### config.mk
export PLATFORM = sky130hd
export DESIGN_NAME = aes_encrypt_sequencer
export DESIGN_NICKNAME = d
export VERILOG_FILES = /design/src/rtl/aes_pkg.sv /design/src/rtl/aes_encrypt_sequencer.sv
export SDC_FILE = /design/constraint.sdc
export NUM_CORES = 1
export LEC_CHECK = 0
export ABC_AREA = 0
export BUFFER_PORTS_ARGS = -buffer_cell sky130_fd_sc_hd__buf_4
export CAP_MARGIN = 25
export CORE_AREA = 2 2 359 361
export CTS_BUF_LIST = sky130_fd_sc_hd__clkbuf_4
export DETAILED_ROUTE_END_ITERATION = 7
export DIE_AREA = 0 0 361 363
export PLACE_DENSITY = 0.39
export SETUP_SLACK_MARGIN = 0.02
export SYNTH_ARGS = -nofsm -noshare
export SYNTH_HDL_FRONTEND = slang
export SYNTH_SLANG_ARGS = --single-unit
### constraint.sdc
create_clock -name Clk -period 5.14 [get_ports Clk]
set_clock_uncertainty 0.15 [all_clocks]
set_input_delay 0.514 -clock Clk [delete_from_list [all_inputs] [get_ports Clk]]
set_output_delay 0.514 -clock Clk [all_outputs]
set_load 0.02 [all_outputs]
### src/rtl/aes_pkg.sv
// Shared AES constants and sequencer state encodings for the encrypt and
// decrypt control paths.
package aes_pkg;

   localparam int AES_NR = 10;
   localparam int AES_W  = 128;
   localparam int RND_W  = 4;

   localparam logic [RND_W-1:0] LAST_ROUND = AES_NR[RND_W-1:0];

   // Forward cipher sequencer states
   localparam logic [2:0] ENC_IDLE_C  = 3'd0;
   localparam logic [2:0] ENC_ADD_C   = 3'd1;
   localparam logic [2:0] ENC_SUB_C   = 3'd2;
   localparam logic [2:0] ENC_SHIFT_C = 3'd3;
   localparam logic [2:0] ENC_MIX_C   = 3'd4;
   localparam logic [2:0] ENC_DONE_C  = 3'd5;

   typedef enum logic [2:0] {
      ENC_IDLE  = ENC_IDLE_C,
      ENC_ADD   = ENC_ADD_C,
      ENC_SUB   = ENC_SUB_C,
      ENC_SHIFT = ENC_SHIFT_C,
      ENC_MIX   = ENC_MIX_C,
      ENC_DONE  = ENC_DONE_C
   } enc_state_e;

   // Inverse cipher sequencer states
   localparam logic [2:0] DEC_IDLE_C      = 3'd0;
   localparam logic [2:0] DEC_ADD_C       = 3'd1;
   localparam logic [2:0] DEC_INV_SUB_C   = 3'd2;
   localparam logic [2:0] DEC_INV_SHIFT_C = 3'd3;
   localparam logic [2:0] DEC_INV_MIX_C   = 3'd4;
   localparam logic [2:0] DEC_DONE_C      = 3'd5;

   typedef enum logic [2:0] {
      DEC_IDLE      = DEC_IDLE_C,
      DEC_ADD       = DEC_ADD_C,
      DEC_INV_SUB   = DEC_INV_SUB_C,
      DEC_INV_SHIFT = DEC_INV_SHIFT_C,
      DEC_INV_MIX   = DEC_INV_MIX_C,
      DEC_DONE      = DEC_DONE_C
   } dec_state_e;

   // One-hot stage enables {mix, shift, sub, add} decoded from the state.
   function automatic logic [3:0] enc_stage_en(input enc_state_e s);
      logic [3:0] en;
      en = 4'b0000;
      case (s)
         ENC_ADD:   en = 4'b0001;
         ENC_SUB:   en = 4'b0010;
         ENC_SHIFT: en = 4'b0100;
         ENC_MIX:   en = 4'b1000;
         default:   en = 4'b0000;
      endcase
      return en;
   endfunction

endpackage

### src/rtl/aes_encrypt_sequencer.sv
// AES-128 forward cipher control: walks the AddRoundKey/SubBytes/ShiftRows/
// MixColumns stages through 10 rounds and holds the running state word.
module aes_encrypt_sequencer
   import aes_pkg::*;
(
   input  logic             Clk,
   input  logic             Rst,
   input  logic             En,
   input  logic [AES_W-1:0] PT,
   output logic [RND_W-1:0] SelKey,
   output logic             Ry,
   output logic [AES_W-1:0] CT,
   output logic             AddEn,
   output logic             SubEn,
   output logic             ShiftEn,
   output logic             MixEn,
   input  logic             AddRy,
   input  logic             SubRy,
   input  logic             ShiftRy,
   input  logic             MixRy,
   output logic [AES_W-1:0] Text,
   input  logic [AES_W-1:0] AddText,
   input  logic [AES_W-1:0] SubText,
   input  logic [AES_W-1:0] ShiftText,
   input  logic [AES_W-1:0] MixText
);

   enc_state_e       state_q, state_d;
   logic [RND_W-1:0] round_q, round_d;
   logic [AES_W-1:0] text_q,  text_d;
   logic [AES_W-1:0] ct_q,    ct_d;
   logic             ry_q,    ry_d;
   logic             first_q, first_d;

   logic             stage_ry;
   logic [AES_W-1:0] stage_res;
   logic             stage_done;

   always_ff @(posedge Clk) begin
      if (Rst) begin
         state_q <= ENC_IDLE;
         round_q <= '0;
         text_q  <= '0;
         ct_q    <= '0;
         ry_q    <= 1'b0;
         first_q <= 1'b0;
      end else begin
         state_q <= state_d;
         round_q <= round_d;
         text_q  <= text_d;
         ct_q    <= ct_d;
         ry_q    <= ry_d;
         first_q <= first_d;
      end
   end

   // Only the active stage's ready/result are looked at; the rest are ignored.
   always_comb begin
      stage_ry  = 1'b0;
      stage_res = text_q;
      case (state_q)
         ENC_ADD:   begin stage_ry = AddRy;   stage_res = AddText;   end
         ENC_SUB:   begin stage_ry = SubRy;   stage_res = SubText;   end
         ENC_SHIFT: begin stage_ry = ShiftRy; stage_res = ShiftText; end
         ENC_MIX:   begin stage_ry = MixRy;   stage_res = MixText;   end
         default:   begin stage_ry = 1'b0;    stage_res = text_q;    end
      endcase
   end

   // first_q masks the entry cycle so a ready left over from a prior use
   // cannot complete the new stage.
   assign stage_done = stage_ry && !first_q;

   always_comb begin
      state_d = state_q;
      round_d = round_q;
      text_d  = text_q;
      ct_d    = ct_q;
      ry_d    = ry_q;
      first_d = 1'b0;
      case (state_q)
         ENC_IDLE: begin
            if (En) begin
               text_d  = PT;
               round_d = '0;
               first_d = 1'b1;
               state_d = ENC_ADD;
            end
         end
         ENC_ADD: begin
            if (stage_done) begin
               text_d  = stage_res;
               first_d = 1'b1;
               if (round_q == LAST_ROUND) begin
                  ct_d    = stage_res;
                  ry_d    = 1'b1;
                  state_d = ENC_DONE;
               end else begin
                  round_d = round_q + 4'd1;
                  state_d = ENC_SUB;
               end
            end
         end
         ENC_SUB: begin
            if (stage_done) begin
               text_d  = stage_res;
               first_d = 1'b1;
               state_d = ENC_SHIFT;
            end
         end
         ENC_SHIFT: begin
            if (stage_done) begin
               text_d  = stage_res;
               first_d = 1'b1;
               // The final round skips MixColumns.
               state_d = (round_q == LAST_ROUND) ? ENC_ADD : ENC_MIX;
            end
         end
         ENC_MIX: begin
            if (stage_done) begin
               text_d  = stage_res;
               first_d = 1'b1;
               state_d = ENC_ADD;
            end
         end
         ENC_DONE: begin
            if (!En) begin
               ry_d    = 1'b0;
               state_d = ENC_IDLE;
            end
         end
         default: begin
            state_d = ENC_IDLE;
         end
      endcase
   end

   assign {MixEn, ShiftEn, SubEn, AddEn} = enc_stage_en(state_q);
   assign SelKey = round_q;
   assign Ry     = ry_q;
   assign CT     = ct_q;
   assign Text   = text_q;

endmodule

==> flow_metrics.py, run 1 <==
metrics = {
    "synthesis": {
        "yosys.area.top_type": "dfxtp_1",
        "yosys_register_bits": 265,
        "synth_top_area_share_pct": 35.5,
        "post_synth_instance_area_um2": 15000,
        "synth-async-reset-ratio_pct": 0,
        "yosys_warnings": 0,
        "postSynthAreaPerCell_um2": 8.41,
        "synth_sequential_area_ratio_pct": 35.5,
        "synth.top_cells.by_area": "dfxtp_1 35%, mux2i_1 17%, o211a_1 8.6%, o221ai_1 7.5%, nand2_1 6.5%",
        "synthesized_net_count": 2427,
        "ys_dominant_reg_cell": "dfxtp_1",
        "synth.lib_cells_used.distinct": 41,
        "netlist_instances": 1778,
        "number_of_flops_mapped_to_enable_cells_by_yosys": 0,
    },
    "final_layout": {
        "layout.filler_cells": 14163,
        "seq_area_um2": 5310,
        "commonest_cells_after_routing_fill_and_taps_aside": "937 x buf_4, 580 x dlygate4sd3_1, 264 x dfxtp_1",
        "most_common_library_cell_in_the_layout_ignoring_fill_and_taps": "buf_4",
        "flow.area_growth_from_synthesis_pct": 104,
        "postLayoutCoreUtil_pct": 24.0,
        "num-nets-final": 3884,
        "fraction_of_final_layout_cells_sized_beyond_drive_strength_1_pct": 33.3,
        "multi_input_area_um2": 8330,
    },
    "clock_tree": {
        "tritoncts_clock_tree": "done",
        "cts.clk_slew.worst_paths_ps": 60,
        "post_cts_resize_count": 0,
        "worst_skew_pair.late_latency_ps": 930,
        "cts.path.max_buffers": 3,
        "cts.sink_count": 265,
        "cts_root_buf": "clkbuf_4",
        "number_of_buffers_created_by_cts": 89,
        "cts_htree_levels": 3,
    },
    "timing": {
        "time_the_worst_path_needs_with_i_o_delays_and_setup_ps": 4350,
        "timing.max_slew.rel_slack_pct": 35.2,
        "final_max_slew_viol_count": 0,
        "finalSetupViolCount": 0,
        "final-hold-violation-count": 0,
        "grt_setup_unrepaired": "no",
        "slew_at_the_pin_with_the_worst_max_slew_slack_ps": 972,
        "max_freq_mhz": 230,
        "setup_tns_final_ps": 0,
        "timing.final.crit_share_pct": 84.7,
    },
    "detailed_routing": {
        "drc": 0,
        "detail_route.iter0.violations": 849,
        "routed_wl_mm": 98.7,
        "routed_wire_length_per_instance_um": 19.9,
        "drt-pass1-iter-count": 6,
        "vias": 18983,
        "postRouteAntennaNets": 0,
        "drt-vias-per-instance": 3.83,
    },
    "grt": {
        "global_route_wire_length_before_repair_mm": 138,
        "globalRouteTotalUtil_pct": 14.5,
        "overflow": 0,
        "antenna_violations_before_repair": 22,
        "grt_start_max_net_pins": 127,
        "first_global_vias": 19453,
    },
    "placed_design": {
        "placement.io_buffers": 911,
        "routabilityCongestion": 0.841,
        "detailedPlacementHpwl_mm": 74.9,
    },
    "run_status": {
        "outcome": "finished clean",
    },
    "worst_hold_path": {
        "min_path_type": "in2reg",
    },
    "critical_path": {
        "timing_worst_setup_path_type": "reg2reg",
        "critical_path_required_ps": 5830,
        "timing.critical_path.from_type": "flop",
        "worst_ep_arrival_time_ps": 5050,
        "critical_path.slowest_cell": "dfxtp_1",
        "path_max_fanout": 126,
        "path_common_cell": "dlygate4sd3_1",
        "crit_chain": "or3b_4 > nand2_4 > buf_12 > o221ai_1 > o211a_1 > dlygate4sd3_1 > nor3_1 > dlygate4sd3_1",
        "worst_path_largest_cell_delay_ps": 680,
        "cp-end-kind": "flop",
    },
    "floorplanning": {
        "design.die.area_um2": 131000,
        "core_region_area_um2": 127000,
        "floorplan.rows": 131,
        "die_x_um": 361,
        "fp.dieH_um": 363,
        "design.portCount": 912,
        "start_util_pct": 11.8,
    },
    "power_and_ir_drop": {
        "power.ir.vdd_worst_mv": 0.140,
        "power_density_over_the_cells_nw_per_um2": 296,
        "leakage_nw": 14.1,
    },
    "job": {
        "cap_viol_max_count": 0,
    },
}
-- registers in the layout, indices dropped and copies added, names as in the netlist --
register and count:
CT 128, Ry 1, SelKey 4, Text 128, first_q 1, state_q 3
-- stage by stage --
stage	power [mW]	cells	hold WS, ps	setup slack (ps)	cell area, um2
floorplan	4.17	1778	409	2960	15000
global placement	5.78	4225	326	1930	23500
global route	9.60	4958	227	492	30500
detailed placement	5.78	4226	330	1940	23500
finish	9.01	4961	318	785	30500
CTS	9.21	4954	140	805	30400
-- kinds of logic (layout without fill, tap and decap cells) --
kind of cell / Yosys count / after routing / synth area share, %
buf+inv: 297 / 1811 / 9.04
flops: 265 / 265 / 35.5
xor+xnor: 1 / 1 / 0.0586
fa+ha+maj: 2 / 2 / 0.167
mux: 257 / 257 / 17.2
compound gates: 276 / 276 / 17.0
other cells: 0 / 7 / 0
simple gates: 680 / 680 / 21.1
-- power by group --
group / total [mW] / switching (mW) / internal, mW
logic: 4.07 / 2.04 / 2.03
registers: 2.49 / 0.194 / 2.30
clock network: 2.45 / 1.12 / 1.32
total: 9.01 / 3.36 / 5.65
-- cell usage after synthesis (2+ instances only) --
| master | instances |
|---|---|
| dfxtp_1 | 265 |
| nand2_1 | 259 |
| mux2i_1 | 257 |
| inv_1 | 134 |
| nor2_1 | 133 |
| nor2b_1 | 132 |
| nor3_1 | 130 |
| o211a_1 | 129 |
| o221ai_1 | 128 |
| clkbuf_1 | 86 |
| buf_2 | 34 |
| buf_6 | 23 |
| buf_1 | 14 |
| buf_4 | 6 |
| nand2b_1 | 5 |
| a21oi_1 | 4 |
| nand3b_1 | 3 |
| nor4b_1 | 3 |
| a211oi_1 | 2 |
| a311oi_1 | 2 |
| ha_1 | 2 |
| nand4bb_1 | 2 |
| nor3b_1 | 2 |
| nor4_1 | 2 |
| o21ai_0 | 2 |
| o21ai_1 | 2 |
| o32ai_1 | 2 |
| or3_1 | 2 |
-- area by class of cell --
type | count | area share [%]
clock buffers | 135 | 3.33
inverters | 134 | 1.65
multi-input cells | 1216 | 27.4
diodes | 7 | 0.0575
clock inverters | 13 | 0.435
well taps | 1662 | 6.83
flip-flops and latches | 265 | 17.4
repair buffers | 1529 | 42.9
-- per-layer routing --
layer  global-route usage, %  part of all wire (%)
met2                    24.2                    47
met3                    3.49                   6.1
met1                    18.1                    43
met4                    4.97                   2.9
met5                       0                 0.073
-- critical path: cells and delay by family, from the launching register on --
family | cells | cell delay (ps)
AOI/OAI and AO/OA | 2 | 680
buffers and inverters | 3 | 1570
DFF | 1 | 680
and+or+nand+nor | 3 | 940
-- path summary, 6_finish.rpt --
| path | start | end | slack (ps) | cells after the start |
|---|---|---|---|---|
| worst max-delay path | state_q[2]$_SDFFE_PP0P_ | Text[0]$_SDFFE_PP0P_ | 790 | 8 |
| worst min register to register | Text[81]$_SDFFE_PP0P_ | Text[81]$_SDFFE_PP0P_ | 340 | 2 |
| worst min-delay path | MixText[5] | CT[5]$_SDFFE_PP0P_ | 320 | 5 |
| worst max register to register | state_q[2]$_SDFFE_PP0P_ | Text[0]$_SDFFE_PP0P_ | 790 | 8 |
-- what timing repair did --
action	4_1_cts	5_1_grt
setup buffers	0	0
hold buffers	580	0
hold endpoints to repair	263	0
Note: power is estimated with default switching activity, not from simulation.
==> run 2: changes to the inputs <==
--- a/config.mk
+++ b/config.mk
@@ -8,11 +8,11 @@
 export ABC_AREA = 0
 export BUFFER_PORTS_ARGS = -buffer_cell sky130_fd_sc_hd__buf_4
 export CAP_MARGIN = 25
-export CORE_AREA = 2 2 359 361
+export CORE_AREA = 2 2 353 355
 export CTS_BUF_LIST = sky130_fd_sc_hd__clkbuf_4
 export DETAILED_ROUTE_END_ITERATION = 7
-export DIE_AREA = 0 0 361 363
-export PLACE_DENSITY = 0.39
+export DIE_AREA = 0 0 355 357
+export PLACE_DENSITY = 0.4
 export SETUP_SLACK_MARGIN = 0.02
 export SYNTH_ARGS = -nofsm -noshare
 export SYNTH_HDL_FRONTEND = slang
==> constraint.sdc (replaced) <==
create_clock -name Clk -period 4.2 [get_ports Clk]
set_clock_uncertainty 0.15 [all_clocks]
set_input_delay 0.42 -clock Clk [delete_from_list [all_inputs] [get_ports Clk]]
set_output_delay 0.42 -clock Clk [all_outputs]
set_load 0.02 [all_outputs]
==> run 2 against run 1 <==
  * Clock-buffer cell count down 4
  * Fmax is 9.4% higher
  * Setup slack got worse by 560 ps
  * Via count up 2.3%
  * Worst hold slack gained 14 ps
  * Routed wire length up 2.5%
  * Power is 22% higher
  * First-iteration DRC count rose by 16%
  * Die area is 3.3% lower
  * Final cell count up 0.16%
  * Sequential cell count stayed put
==> flow_metrics.py, run 2 (same netlist as run 1, synthesis figures left out) <==
metrics = {
    "placed_design": {
        "placedInstanceArea_um2": 23600,
        "preCtsSetupSlack_ps": 1060,
        "dpl.cell_count": 4213,
        "routabilityCongestion": 0.859,
        "placement.io_buffers": 911,
        "detailedPlacementHpwl_mm": 76.7,
    },
    "timing": {
        "setup_tns_final_ps": 0,
        "slew_at_the_pin_with_the_worst_max_slew_slack_ps": 1030,
        "final-hold-violation-count": 0,
        "timing.final.crit_share_pct": 94.7,
        "postLayoutSetupSlackWorst_ps": 221,
        "grt_setup_unrepaired": "no",
        "max_freq_mhz": 251,
        "time_the_worst_path_needs_with_i_o_delays_and_setup_ps": 3980,
        "holdWs_ps": 332,
        "finalSetupViolCount": 0,
        "final_max_slew_viol_count": 0,
        "timing.max_slew.rel_slack_pct": 31.1,
    },
    "clock_tree": {
        "cts.path.max_buffers": 3,
        "cts.clk_slew.worst_paths_ps": 60,
        "cts_htree_levels": 3,
        "cts_root_buf": "clkbuf_4",
        "number_of_buffers_created_by_cts": 89,
        "cts.repair_timing.setup_buffer_count": 0,
        "cts.sink_count": 265,
        "tritoncts_clock_tree": "done",
        "worst_skew_pair.late_latency_ps": 920,
    },
    "grt": {
        "first_global_vias": 19921,
        "globalRouteTotalUtil_pct": 15.3,
        "overflow": 0,
        "antenna_violations_before_repair": 20,
        "global_route_wire_length_before_repair_mm": 141,
        "grt_start_max_net_pins": 91,
    },
    "final_layout": {
        "most_common_library_cell_in_the_layout_ignoring_fill_and_taps": "buf_4",
        "postLayoutCoreUtil_pct": 25.0,
        "num-nets-final": 3921,
        "layout.filler_cells": 13704,
        "postLayoutCellArea_um2": 30800,
        "commonest_cells_after_routing_fill_and_taps_aside": "945 x buf_4, 605 x dlygate4sd3_1, 262 x dfxtp_1",
        "fraction_of_final_layout_cells_sized_beyond_drive_strength_1_pct": 33.3,
        "post_layout_nonfiller_instances": 4969,
        "flow.area_growth_from_synthesis_pct": 106,
    },
    "critical_path": {
        "cp-end-kind": "flop",
        "timing.critical_path.from_type": "flop",
        "crit_chain": "or3b_4 > nand2_4 > buf_12 > o221ai_1 > o211a_1 > dlygate4sd3_1 > nor3_1 > dlygate4sd3_1",
        "path_common_cell": "dlygate4sd3_1",
        "critical_path_required_ps": 4910,
        "worst_path_largest_cell_delay_ps": 630,
        "critical_path.slowest_cell": "or3b_4",
        "path_max_fanout": 61,
        "timing_worst_setup_path_type": "reg2reg",
        "worst_ep_arrival_time_ps": 4690,
    },
    "job": {
        "cap_viol_max_count": 0,
    },
    "detailed_routing": {
        "routed_wire_length_per_instance_um": 20.4,
        "drc": 0,
        "drt-vias-per-instance": 3.91,
        "routed_wl_mm": 101,
        "drt-pass1-iter-count": 6,
        "postRouteAntennaNets": 0,
        "detail_route.iter0.violations": 989,
        "vias": 19425,
    },
    "run_status": {
        "outcome": "finished clean",
    },
    "floorplanning": {
        "start_util_pct": 12.2,
        "design.portCount": 912,
        "fp.dieH_um": 357,
        "design.die.area_um2": 127000,
        "floorplan.rows": 129,
        "die_x_um": 355,
        "core_region_area_um2": 123000,
    },
    "power_and_ir_drop": {
        "power.ir.vdd_worst_mv": 0.171,
        "leakage_nw": 14.3,
        "power.total_mw": 11.0,
        "power_density_over_the_cells_nw_per_um2": 356,
    },
    "worst_hold_path": {
        "min_path_type": "in2reg",
    },
}
==> run 2: layout make-up <==
type,count,area (um2),area share [%]
antenna,7,17.5,0.0569
clock buffer,131,983,3.20
clock inverter,13,115,0.374
inverter,134,503,1.63
multi-input combinational,1216,8330,27.1
sequential,265,5310,17.3
tap,1637,2050,6.66
timing repair buffer,1566,13500,43.8
==> run 2: path summary, 6_finish.rpt <==
kind,end,slack [ps],cells past startpoint,startpoint
worst max-delay path,Text[61]$_SDFFE_PP0P_,220,8,state_q[2]$_SDFFE_PP0P_
worst min-delay path,SelKey[0]$_SDFFE_PP0P_,330,6,ShiftRy
worst max register to register,Text[61]$_SDFFE_PP0P_,220,8,state_q[2]$_SDFFE_PP0P_
worst min register to register,Text[95]$_SDFFE_PP0P_,340,2,Text[95]$_SDFFE_PP0P_
==> run 2: worst max-delay path: cells and delay by family (launching register included) <==
family          cells  cell delay [ps]
flops               1              510
buf+inv             3             1500
simple gates        3             1180
compound gates      2              500
==> run 2: what timing repair did <==
action                     in CTS  in global routing
setup endpoints to repair       0                 73
resized for setup               0                  2
hold buffers                  605                  0
hold endpoints to repair      265                  0
==> run 2: routing by layer <==
layer  global-route usage (%)  wire, um  vias up
met4                     5.64      3170        6
met3                     3.68      7200      169
met2                     25.1     47100      754
met5                        0        42        -
met1                     19.3     43700     9247
li1                         -         -     9249
==> run 2: where the power goes <==
part | internal (mW) | total [mW] | switching [mW]
registers | 2.81 | 3.03 | 0.223
clock network | 1.52 | 2.87 | 1.35
logic | 2.54 | 5.06 | 2.52
==> run 3: changes to the inputs <==
--- a/config.mk
+++ b/config.mk
@@ -6,7 +6,7 @@
 export NUM_CORES = 1
 export LEC_CHECK = 0
 export ABC_AREA = 0
-export BUFFER_PORTS_ARGS = -buffer_cell sky130_fd_sc_hd__buf_4
+export BUFFER_PORTS_ARGS = -buffer_cell sky130_fd_sc_hd__buf_2
 export CAP_MARGIN = 25
 export CORE_AREA = 2 2 353 355
 export CTS_BUF_LIST = sky130_fd_sc_hd__clkbuf_4
==> run 3 against run 2 <==
  * Die area stayed put
  * Sequential cell count is the same
  * Combinational power decreased by 8.9%
  * Critical path depth unchanged
  * Via count fell by 0.53%
==> flow_metrics.py, run 3 (same netlist as run 1, synthesis figures left out) <==
metrics = {
    "clock_tree": {
        "cts.path.max_buffers": 3,
        "number_of_buffers_created_by_cts": 88,
        "tritoncts_clock_tree": "done",
        "cts_root_buf": "clkbuf_4",
        "cts.clk_slew.worst_paths_ps": 60,
        "worst_skew_pair.late_latency_ps": 920,
        "cts.sink_count": 265,
        "cts_htree_levels": 3,
    },
    "critical_path": {
        "worst_reg2reg_setup_slack_ps": 250,
        "timing_worst_setup_path_type": "reg2reg",
        "cp-end-kind": "flop",
        "timing.critical_path.from_type": "flop",
        "path_max_fanout": 46,
        "reg2reg_from": "state_q[2]$_SDFFE_PP0P_",
        "worstRegToRegCells": 8,
        "rr_endpoint": "Text[15]$_SDFFE_PP0P_",
        "critical_path_required_ps": 4910,
        "worst_ep_arrival_time_ps": 4660,
    },
    "final_layout": {
        "postLayoutCellArea_um2": 27900,
        "commonest_cells_after_routing_fill_and_taps_aside": "910 x buf_2, 550 x dlygate4sd3_1, 263 x dfxtp_1",
        "fraction_of_final_layout_cells_sized_beyond_drive_strength_1_pct": 33.5,
        "flow.area_growth_from_synthesis_pct": 86.5,
        "most_common_library_cell_in_the_layout_ignoring_fill_and_taps": "buf_2",
        "seq_area_um2": 5310,
        "layout.filler_cells": 13934,
        "num-nets-final": 3861,
        "multi_input_area_um2": 8340,
    },
    "timing": {
        "timing.max_slew.rel_slack_pct": 30.2,
        "max_freq_mhz": 253,
        "timing.final.crit_share_pct": 94.0,
        "final_max_slew_viol_count": 0,
        "postLayoutSetupSlackWorst_ps": 253,
        "holdWs_ps": 265,
        "time_the_worst_path_needs_with_i_o_delays_and_setup_ps": 3950,
        "setup_tns_final_ps": 0,
        "finalSetupViolCount": 0,
        "slew_at_the_pin_with_the_worst_max_slew_slack_ps": 1050,
        "grt_setup_unrepaired": "no",
        "final-hold-violation-count": 0,
    },
    "grt": {
        "overflow": 0,
        "antenna_violations_before_repair": 38,
        "global_route_wire_length_before_repair_mm": 136,
        "globalRouteTotalUtil_pct": 14.7,
        "first_global_vias": 19582,
        "grt_start_max_net_pins": 99,
    },
    "detailed_routing": {
        "drt-vias-per-instance": 3.92,
        "postRouteAntennaNets": 0,
        "vias": 19323,
        "routed_wl_mm": 97.6,
        "drt-pass1-iter-count": 5,
        "drc": 0,
        "detail_route.iter0.violations": 1011,
        "routed_wire_length_per_instance_um": 19.8,
    },
    "power_and_ir_drop": {
        "power.share.combinational_pct": 44.2,
        "power.ir.vdd_worst_mv": 0.221,
        "p_seq_share_pct": 28.9,
        "clkPwrFrac_pct": 27.0,
        "power.total_mw": 10.4,
        "power_density_over_the_cells_nw_per_um2": 374,
        "switching_share_pct": 39.3,
        "leakage_nw": 13.3,
        "netSwitchingPower_mw": 4.10,
        "p_int_mw": 6.34,
    },
    "floorplanning": {
        "fp.dieH_um": 357,
        "floorplan.rows": 129,
        "start_util_pct": 12.2,
        "design.die.area_um2": 127000,
        "die_x_um": 355,
        "design.portCount": 912,
        "core_region_area_um2": 123000,
    },
    "placed_design": {
        "routabilityCongestion": 0.910,
        "placedInstanceArea_um2": 21300,
        "preCtsSetupSlack_ps": 856,
        "placement.io_buffers": 911,
        "detailedPlacementHpwl_mm": 74.5,
    },
    "worst_hold_path": {
        "min_path_type": "in2reg",
        "min_delay_worst_endpoint": "SelKey[0]$_SDFFE_PP0P_",
        "hold_path.startpoint": "ShiftRy",
        "holdPathStages": 6,
    },
    "run_status": {
        "outcome": "finished clean",
    },
    "job": {
        "cap_viol_max_count": 0,
    },
}
==> run 3: cell types whose count changed in the layout (fill, tap and decap cells not counted), moves of 2 or more <==
cell           previous run  this run
diode_2                   7        13
clkinv_1                  7        24
buf_2                     0       910
clkbuf_4                131       123
buf_4                   945        33
dlygate4sd3_1           605       550
buf_12                   15        13
==> run 3: cell type report <==
type / instances / area share, %
diodes: 13 / 0.117
clock buffers: 123 / 3.31
clock inverters: 31 / 0.578
inverters: 134 / 1.80
multi-input cells: 1216 / 29.9
flip-flops and latches: 265 / 19.0
well taps: 1637 / 7.34
repair buffers: 1507 / 37.9
==> run 3: timing repair <==
| action | CTS | global route |
|---|---|---|
| setup buffers | 0 | 0 |
| setup endpoints to repair | 0 | 15 |
| endpoints found under the hold margin | 265 | 0 |
| hold buffers | 550 | 0 |
| gates resized for setup | 0 | 2 |
==> run 3: routing by layer <==
layer  share of wire [%]  vias to the layer above  global-route usage, %
li1                    -                     9150                      -
met1                  43                     9180                   18.4
met2                  46                      793                   24.1
met3                 7.4                      186                   3.99
met4                 3.3                       14                   5.45
met5               0.089                        -                      0
==> run 3: worst max-delay path by stage <==
stage / start / to / slack, ps / cells past startpoint
global placement: state_q[2]$_SDFFE_PP0P_ / Text[28]$_SDFFE_PP0P_ / 920 / 6
CTS: state_q[2]$_SDFFE_PP0P_ / Text[15]$_SDFFE_PP0P_ / 60 / 8
detailed placement: state_q[2]$_SDFFE_PP0P_ / Text[28]$_SDFFE_PP0P_ / 860 / 6
finish: state_q[2]$_SDFFE_PP0P_ / Text[15]$_SDFFE_PP0P_ / 250 / 8
global route: state_q[2]$_SDFFE_PP0P_ / Text[15]$_SDFFE_PP0P_ / 80 / 8
floorplan: state_q[1]$_SDFFE_PP0P_ / ShiftEn / 2110 / 5
==> run 3: through the flow <==
step                std cells  util (%)
floorplan                1778         -
global placement         4209      17.3
detailed placement       4209      17.3
CTS                      4913      22.7
global route             4921      22.7
finish                   4926      22.7
==> run 3: worst max-delay path: stages, from the launching register on <==
cell	delay, ps
dfxtp_1	660
or3b_4	670
nand2_8	400
buf_4	270
o221ai_1	150
o211a_1	230
dlygate4sd3_1	550
nor3_1	160
dlygate4sd3_1	560
==> run 3: power by group through the flow <==
stage          sequential (mW)  combinational, mW  clock (mW)
6_report                  3.01               4.61        2.81
5_1_grt                   3.05               4.97        3.09
4_1_cts                   3.01               4.65        2.97
3_5_place_dp              3.07               3.65           0
3_3_place_gp              3.06               3.67           0
2_1_floorplan             3.35               1.76           0
